`config.mk`:
```
export PLATFORM = sky130hd
export DESIGN_NAME = cordic_sin_cos
export DESIGN_NICKNAME = d
export VERILOG_FILES = /design/src/rtl/cordic_sin_cos.sv
export SDC_FILE = /design/constraint.sdc
export NUM_CORES = 1
export LEC_CHECK = 0
export CAP_MARGIN = 20
export CORE_UTILIZATION = 30
export DETAILED_ROUTE_END_ITERATION = 16
export SLEW_MARGIN = 10
export SYNTH_ARGS = -nofsm -noshare
export SYNTH_HDL_FRONTEND = slang
export SYNTH_SLANG_ARGS = --single-unit
```
`constraint.sdc`:
```
create_clock -name CLK -period 11.9 [get_ports CLK]
set_input_delay 1.19 -clock CLK [delete_from_list [all_inputs] [get_ports CLK]]
set_output_delay 1.19 -clock CLK [all_outputs]
set_load 0.01 [all_outputs]
```
`src/rtl/cordic_sin_cos.sv`:
```
// Iterative rotation-mode CORDIC: sine/cosine of an 8-bit first-quadrant angle.
// One micro-rotation per clock; the result is held with DONE until the next reset.
module cordic_sin_cos #(
  parameter int ITER   = 8,
  parameter int XY_W   = 16,
  parameter int K_INIT = 9949
) (
  input  logic            CLK,
  input  logic            RESET_PULSE,
  input  logic [7:0]      INPUT_ANGLE,
  output logic [7:0]      LUT_ANGLE,
  output logic [XY_W-1:0] SIN_OUT,
  output logic [XY_W-1:0] COS_OUT,
  output logic            DONE
);

  localparam int I_W = $clog2(ITER);
  localparam int Z_W = 10;

  typedef enum logic [1:0] {S_LOAD, S_ITER, S_DONE} state_t;

  state_t                 r_state, w_state_nxt;
  logic signed [XY_W-1:0] r_x, r_y, r_sin, r_cos;
  logic signed [XY_W-1:0] w_x_nxt, w_y_nxt, w_x_sh, w_y_sh;
  logic signed [Z_W-1:0]  r_z, w_z_nxt, w_lut_ext;
  logic [I_W-1:0]         r_i;
  logic [7:0]             w_lut;
  logic                   w_d, w_last, r_done;

  // atan(2^-i) with 256 units per 90 degrees
  function automatic logic [7:0] atan_lut(input logic [I_W-1:0] idx);
    case (idx)
      3'd0:    return 8'd128;
      3'd1:    return 8'd76;
      3'd2:    return 8'd40;
      3'd3:    return 8'd20;
      3'd4:    return 8'd10;
      3'd5:    return 8'd5;
      3'd6:    return 8'd3;
      default: return 8'd1;
    endcase
  endfunction

  function automatic logic signed [XY_W-1:0] asr(input logic signed [XY_W-1:0] v,
                                                 input logic [I_W-1:0] sh);
    return v >>> sh;
  endfunction

  always_comb begin
    w_lut     = atan_lut(r_i);
    w_lut_ext = signed'({2'b00, w_lut});
    w_d       = ~r_z[Z_W-1];
    w_x_sh    = asr(r_x, r_i);
    w_y_sh    = asr(r_y, r_i);
    w_last    = (r_i == I_W'(ITER - 1));
    if (w_d) begin
      w_x_nxt = r_x - w_y_sh;
      w_y_nxt = r_y + w_x_sh;
      w_z_nxt = r_z - w_lut_ext;
    end else begin
      w_x_nxt = r_x + w_y_sh;
      w_y_nxt = r_y - w_x_sh;
      w_z_nxt = r_z + w_lut_ext;
    end
  end

  always_comb begin
    w_state_nxt = r_state;
    case (r_state)
      S_LOAD:  w_state_nxt = S_ITER;
      S_ITER:  if (w_last) w_state_nxt = S_DONE;
      default: w_state_nxt = r_state;
    endcase
  end

  always_ff @(posedge CLK or negedge RESET_PULSE) begin
    if (!RESET_PULSE) begin
      r_state <= S_LOAD;
      r_x     <= '0;
      r_y     <= '0;
      r_z     <= '0;
      r_i     <= '0;
      r_sin   <= '0;
      r_cos   <= '0;
      r_done  <= 1'b0;
    end else begin
      r_state <= w_state_nxt;
      case (r_state)
        S_LOAD: begin
          r_x <= XY_W'(K_INIT);
          r_y <= '0;
          r_z <= signed'({2'b00, INPUT_ANGLE});
          r_i <= '0;
        end
        S_ITER: begin
          r_x <= w_x_nxt;
          r_y <= w_y_nxt;
          r_z <= w_z_nxt;
          r_i <= r_i + 1'b1;
          // residual Z is simply dropped once the last rotation lands
          if (w_last) begin
            r_sin  <= w_y_nxt;
            r_cos  <= w_x_nxt;
            r_done <= 1'b1;
          end
        end
        default: ;
      endcase
    end
  end

  assign LUT_ANGLE = (r_state == S_ITER) ? w_lut : 8'd0;
  assign SIN_OUT   = r_sin;
  assign COS_OUT   = r_cos;
  assign DONE      = r_done;

endmodule

```
# == Word-level counts from Yosys, hierarchy flattened ==
# Index checks and enable logic that the tools add are counted.
# totals
input_bits,10
register_bits,80
mem_bits_ro,0
mem_count,0
out_inout_bits,41
wordCells,42
mem_bits_rw,0
latch_bits,0
# classes
n_mul,0
n_mux,11
n_div,0
shifts,2
eq_ne,9
add_sub_neg,7
n_bitwise,0
reduce_logical,5
magnitude_cmp,0
# ops
operator,n
$pmux W16 S2,2
$pmux W8 S7,1
$add A16 B16 Y16,2
$mux W16,2
$sshr A16 B3 Y16,2
$sub A16 B16 Y16,2
$pmux W10 S2,1
$eq A3 B3 Y1 const B,4
$add A10 B9 Y10,1
$mux W10,1
$sub A10 B9 Y10,1
$mux W8,1
$eq A3 B2 Y1 const B,2
$pmux W3 S2,1
$pmux W2 S2,1
$reduce_and A2 Y1,2
$add A3 B1 Y3 const B,1
$eq A3 B1 Y1 const B,1
$logic_not A3 Y1,1
$eq A2 B1 Y1 const B,1
$logic_not A2 Y1,1
$mux W2,1
$ne A2 B2 Y1 const B,1
$reduce_bool A2 Y1,1

# == Logic depth before layout (Yosys ltp) ==
# logic_depth
depth_word,5
ltp_mapped,20
mapped_depth_nobuf,18

# == Worst setup path after synthesis ==
# Ideal clock, no wire load.
# synth_timing
path_type,register to register
startpoint,reg r_i[0]
endpoint,reg r_y[14]
n_path_buf,2
period_less_slack_ps,4476
slack_ps,7424
setup_time_ps,122
t_required_ps,11778
arrival_ps,4355
stages_incl_launch_ff,17
path_cell_list,dfrtp_1 -> buf_4 -> buf_2 -> mux4_2 -> mux2i_2 -> ha_1 -> nor2_1 -> xor2_1 -> ha_1 -> a21o_1 -> a21oi_1 -> o21bai_1 -> a2111oi_2 -> o31ai_1 -> o311a_1 -> or3_1 -> a32o_1
# synth_via
elab_chain_len,4
word_cells_on_any_way,5
classes_between,2 x add/sub; 1 x shift; 2 x mux
# synth_rtl
element,line_no,rtl
from (decl),26,logic [I_W-1:0] r_i;
from (signal assigned),99,r_i <= r_i + 1'b1;
$sshr A16 B3 Y16 *,46,return v >>> sh;
$add A16 B16 Y16 or $sub A16 B16 Y16 (tied branches),"58, 62",
$mux W16 *,56,if (w_d) begin
$pmux W16 S2 *,88,case (r_state)
to (signal assigned),97,r_y <= w_y_nxt;
to (decl),23,"logic signed [XY_W-1:0] r_x, r_y, r_sin, r_cos;"
# Mark *: on every way between the ends. The rest lies on a longest branch, timed or not.
# A chain may end at the register's enable or synchronous reset.

# == Worst setup path after layout ==
# layout_timing
startpoint,reg r_i[2]
endpoint,reg r_x[15]
# layout_via
elab_chain_len,4
word_cells_on_any_way,5
classes_between,2 x add/sub; 1 x shift; 2 x mux
# layout_rtl
element,line_no,rtl
$sshr A16 B3 Y16 *,46,
$sub A16 B16 Y16 or $add A16 B16 Y16 (tied branches),"57, 61",
$mux W16 *,56,
$pmux W16 S2 *,88,
to (signal assigned),90,r_x <= XY_W'(K_INIT);
to (signal assigned),96,r_x <= w_x_nxt;
to (decl),23,
# Marked as above.

==> metrics.md <==
| Metric | Value |
|---|---|
| Total die area | 0.0233 mm^2 |
| Sequential cell area | about 0.0020 mm^2 |
| Grt total ovfl | 0 |
| Final HPWL DP | approximately 12000 um |
| Fin Setup TNS | 0 ns |
| Nets | 861 |
| Synth top area cells | dfrtp_1, ha_1, mux4_2, o21ai_0, xnor2_1 |
| Hold EP | DONE |
| Failing checks | DRC |
| Final Hold Fails | 0 |
| Slew margin rel. | 33.7% |
| Wirelength, routed | 17300 um |
| DR vias | 5730 |
| Antenna diodes | 0 |
| Post-synth top area cell | dfrtp_1 |
| Clk_skew | 0.0129 ns |
| CTS buffer count | 9 |
| GPL Wtd Cong | 0.848 |
| Hold path depth | 1 |
| Ys async rst share | 100% |
| PwrDens | 300 mW/mm^2 |
| Fin crit share | 41.4% |
| Syn Nets | 835 |
| Crit Path Max Fanout | 45 |
| Vias in the first global route | 5633 |
| Top FF cell, synth | dfrtp_1 |
| Count of final setup violators | 0 |
| Detailed-routed wire length on met2 | approximately 8100 um |
| CP startpoint kind | flop |
| Die W | about 150 um |
| Worst path cell trace | buf_4 -> mux4_2 -> mux2i_1 -> and2_1 -> o2111a_1 -> a21oi_1 -> xnor2_1 -> ha_1 -> and2_1 -> o21ai_0 -> o31ai_1 -> o41ai_1 -> o22ai_1 -> xnor3_1 -> a21oi_1 -> o22ai_1 |
| Highest Signal Layer | met4 |
| Core Area | 0.0220 mm^2 |
| CP arrival | 5.16 ns |
| GRT Util Overall | between 15 and 20% |
| Post-synth EDFFs | 0 |
| Min-delay src | DONE |
| Critical path required time | about 12 ns |
| Met3 wire len | between 600 and 700 um |
| Max Cap Viol | 0 |
| DRC Markers | 1 |
| Met1 wire length | between 8000 and 9000 um |
| Worst path max stage delay | 0.60 ns |
| Footprint of the multi-input gates | 0.00452 mm^2 |
| Crit-path slowest cell | mux4_2 |
| Worst path bufs/invs | 1 |
| Worst-skew pair later-pin latency | about 0.35 ns |
| Initial core utilization | 30.9% |
| Drt via density | ~5.3 |
| PnR worst setup slack | 6.97 ns |
| Critical Path End Type | flop |
| RSZ-0062 raised after global routing | no |
| Synth top cells by count | dfrtp_1, nand2_1, o21ai_0, a21oi_1, nor2_1 |
| Power consumption | 0.00236 W |
| CTS Hold Bufs | 0 |
| Layout cells sized above 1 | 9.09% |
| Root Buffer | clkbuf_16 |
| CTS tree | done |
| Core Rows | 54 |
| Post_cts resized | 0 |
| Sequential area share after synthesis | just under 30% |
| Fmax | 203 MHz |
| Worst reg2reg setup slack | 6.97 ns |
| Syn Area/Cell | 8.80 um^2 |
| I/O Buffers | 50 |
| Critical path type | flop to flop |
| Largest net degree at the start of global routing | 62 |
| Drt initial violations | ~400 |
| IO Count | 51 |
| Final Critical Period | 4.93 ns |
| Leakage | 3.34 nW |
| 1st-pass router iterations | 13 |
| Worst-path clk slew | 0.06 ns |
| Slew Viols, Final | 0 |
| Final Util | 35.7% |
| Area Overhead vs Synth | 15.5% |
| #FFs+latches synth | 80 |
| Synthesized area | 0.00681 mm^2 |
| VDD IR max | 0.000109 V |
| Die Y | between 150 and 200 um |
| Remaining antenna violation count | 0 |
| H-tree levels | 3 |
| Synth cell types | 66 |
| First-pass GRT wire length | 29100 um |
| Critical R2R Capture | r_x[15] |
| Synth warn | 0 |
| Critical R2R Launch | r_i[2] |
| Fill cells | 2262 |
| R2R depth | 16 |
| Min-delay worst type | flop to flop |
| Inst Count DP | 1067 |
| Initial antenna violation count | 0 |
| Share of the synthesized area in the top cell type | 29.4% |
| CP top delay family | compound AO/OA/AOI/OAI gates |
| Clock Tree Buf Depth | 2 |
| CTS Sinks | 80 |
| Post-CTS setup buffer count | 0 |
| Post-synthesis cell count | 774 |
| Worst-margin pin slew | 0.993 ns |
| Non-Filler Instances | 1083 |
| Status | finished with violations |
| Routed len/inst | around 16 um |
| Pre-CTS WS | 6.78 ns |
layer usage:
metal / up-vias / global-route usage, %
met5: - / 0
li1: 2856 / -
met1: 2728 / 20.6
met4: 0 / 5.29
met2: 119 / 25.4
met3: 27 / 2.50
cell usage in the layout, fill, tap and decap left out, types with 19 or more instances in the layout:
master and count:
a21oi_1 68, ha_1 48, xnor2_1 40, o21ai_0 73, inv_1 27, nand2_1 79
xor2_1 25, nor2_1 53, dfrtp_1 79, mux2i_1 19, clkdlybuf4s50_1 49, mux4_2 20
power by group:
| part | total (W) | internal (W) | leakage, nW | switching (W) |
|---|---|---|---|---|
| clock | 0.000285 | 0.000171 | 0.143 | 0.000113 |
| sequential | 0.000566 | 0.000397 | 0.930 | 0.000169 |
| combinational | 0.00151 | 0.000710 | 2.27 | 0.000795 |
| total | 0.00236 | 0.00128 | 3.34 | 0.00108 |
area by class of cell:
type                       instances  area share, %
clock inverter                     3          0.541
sequential                        80           25.5
multi-input combinational        623           57.5
inverter                          28           1.34
clock buffer                      11           3.21
tap                              280           4.46
timing repair buffer              58           7.51
worst max-delay path by stage:
stage	startpoint	to	depth (start not counted)
floorplan	r_i[0]	r_y[14]	16
global placement	r_i[0]	r_y[14]	14
detailed placement	r_i[0]	r_y[14]	14
CTS	r_i[0]	r_y[14]	14
global route	r_i[2]	r_x[15]	16
finish	r_i[2]	r_x[15]	16
sequential cells by signal (all words and copies together) (netlist names):
name and count:
r_z 10, DONE 1, r_state 2, r_y 16
SIN_OUT 16, COS_OUT 16, r_i 3, r_x 16
logic make-up (layout without fill, tap and decap cells):
family,count (synthesis),after routing,synth area share [%]
and+or+nand+nor,222,222,15.4
buffers and inverters,71,100,4.34
xor gates and xnor gates,66,66,8.69
DFF,80,80,29.4
AOI/OAI and AO/OA,229,229,20.3
muxes,55,55,12.1
adders and majority gates,51,51,9.70
through the flow:
| stage | cell area (um^2) | hold slack, ns |
|---|---|---|
| 2_1_floorplan | 6810 | 0.458 |
| 3_3_place_gp | 7520 | 0.451 |
| 3_5_place_dp | 7520 | 0.455 |
| 4_1_cts | 7820 | 0.473 |
| 5_1_grt | 7860 | 0.502 |
| 6_report | 7860 | 0.467 |
worst reg2reg max path: stages, from the launching register on:
cell	delay [ns]
dfrtp_1	0.43
buf_4	0.47
mux4_2	0.62
mux2i_1	0.25
and2_1	0.20
o2111a_1	0.26
a21oi_1	0.10
xnor2_1	0.14
ha_1	0.34
and2_1	0.18
o21ai_0	0.18
o31ai_1	0.14
o41ai_1	0.59
o22ai_1	0.25
xnor3_1	0.41
a21oi_1	0.15
o22ai_1	0.10
Note: power is estimated with default switching activity, not from simulation.
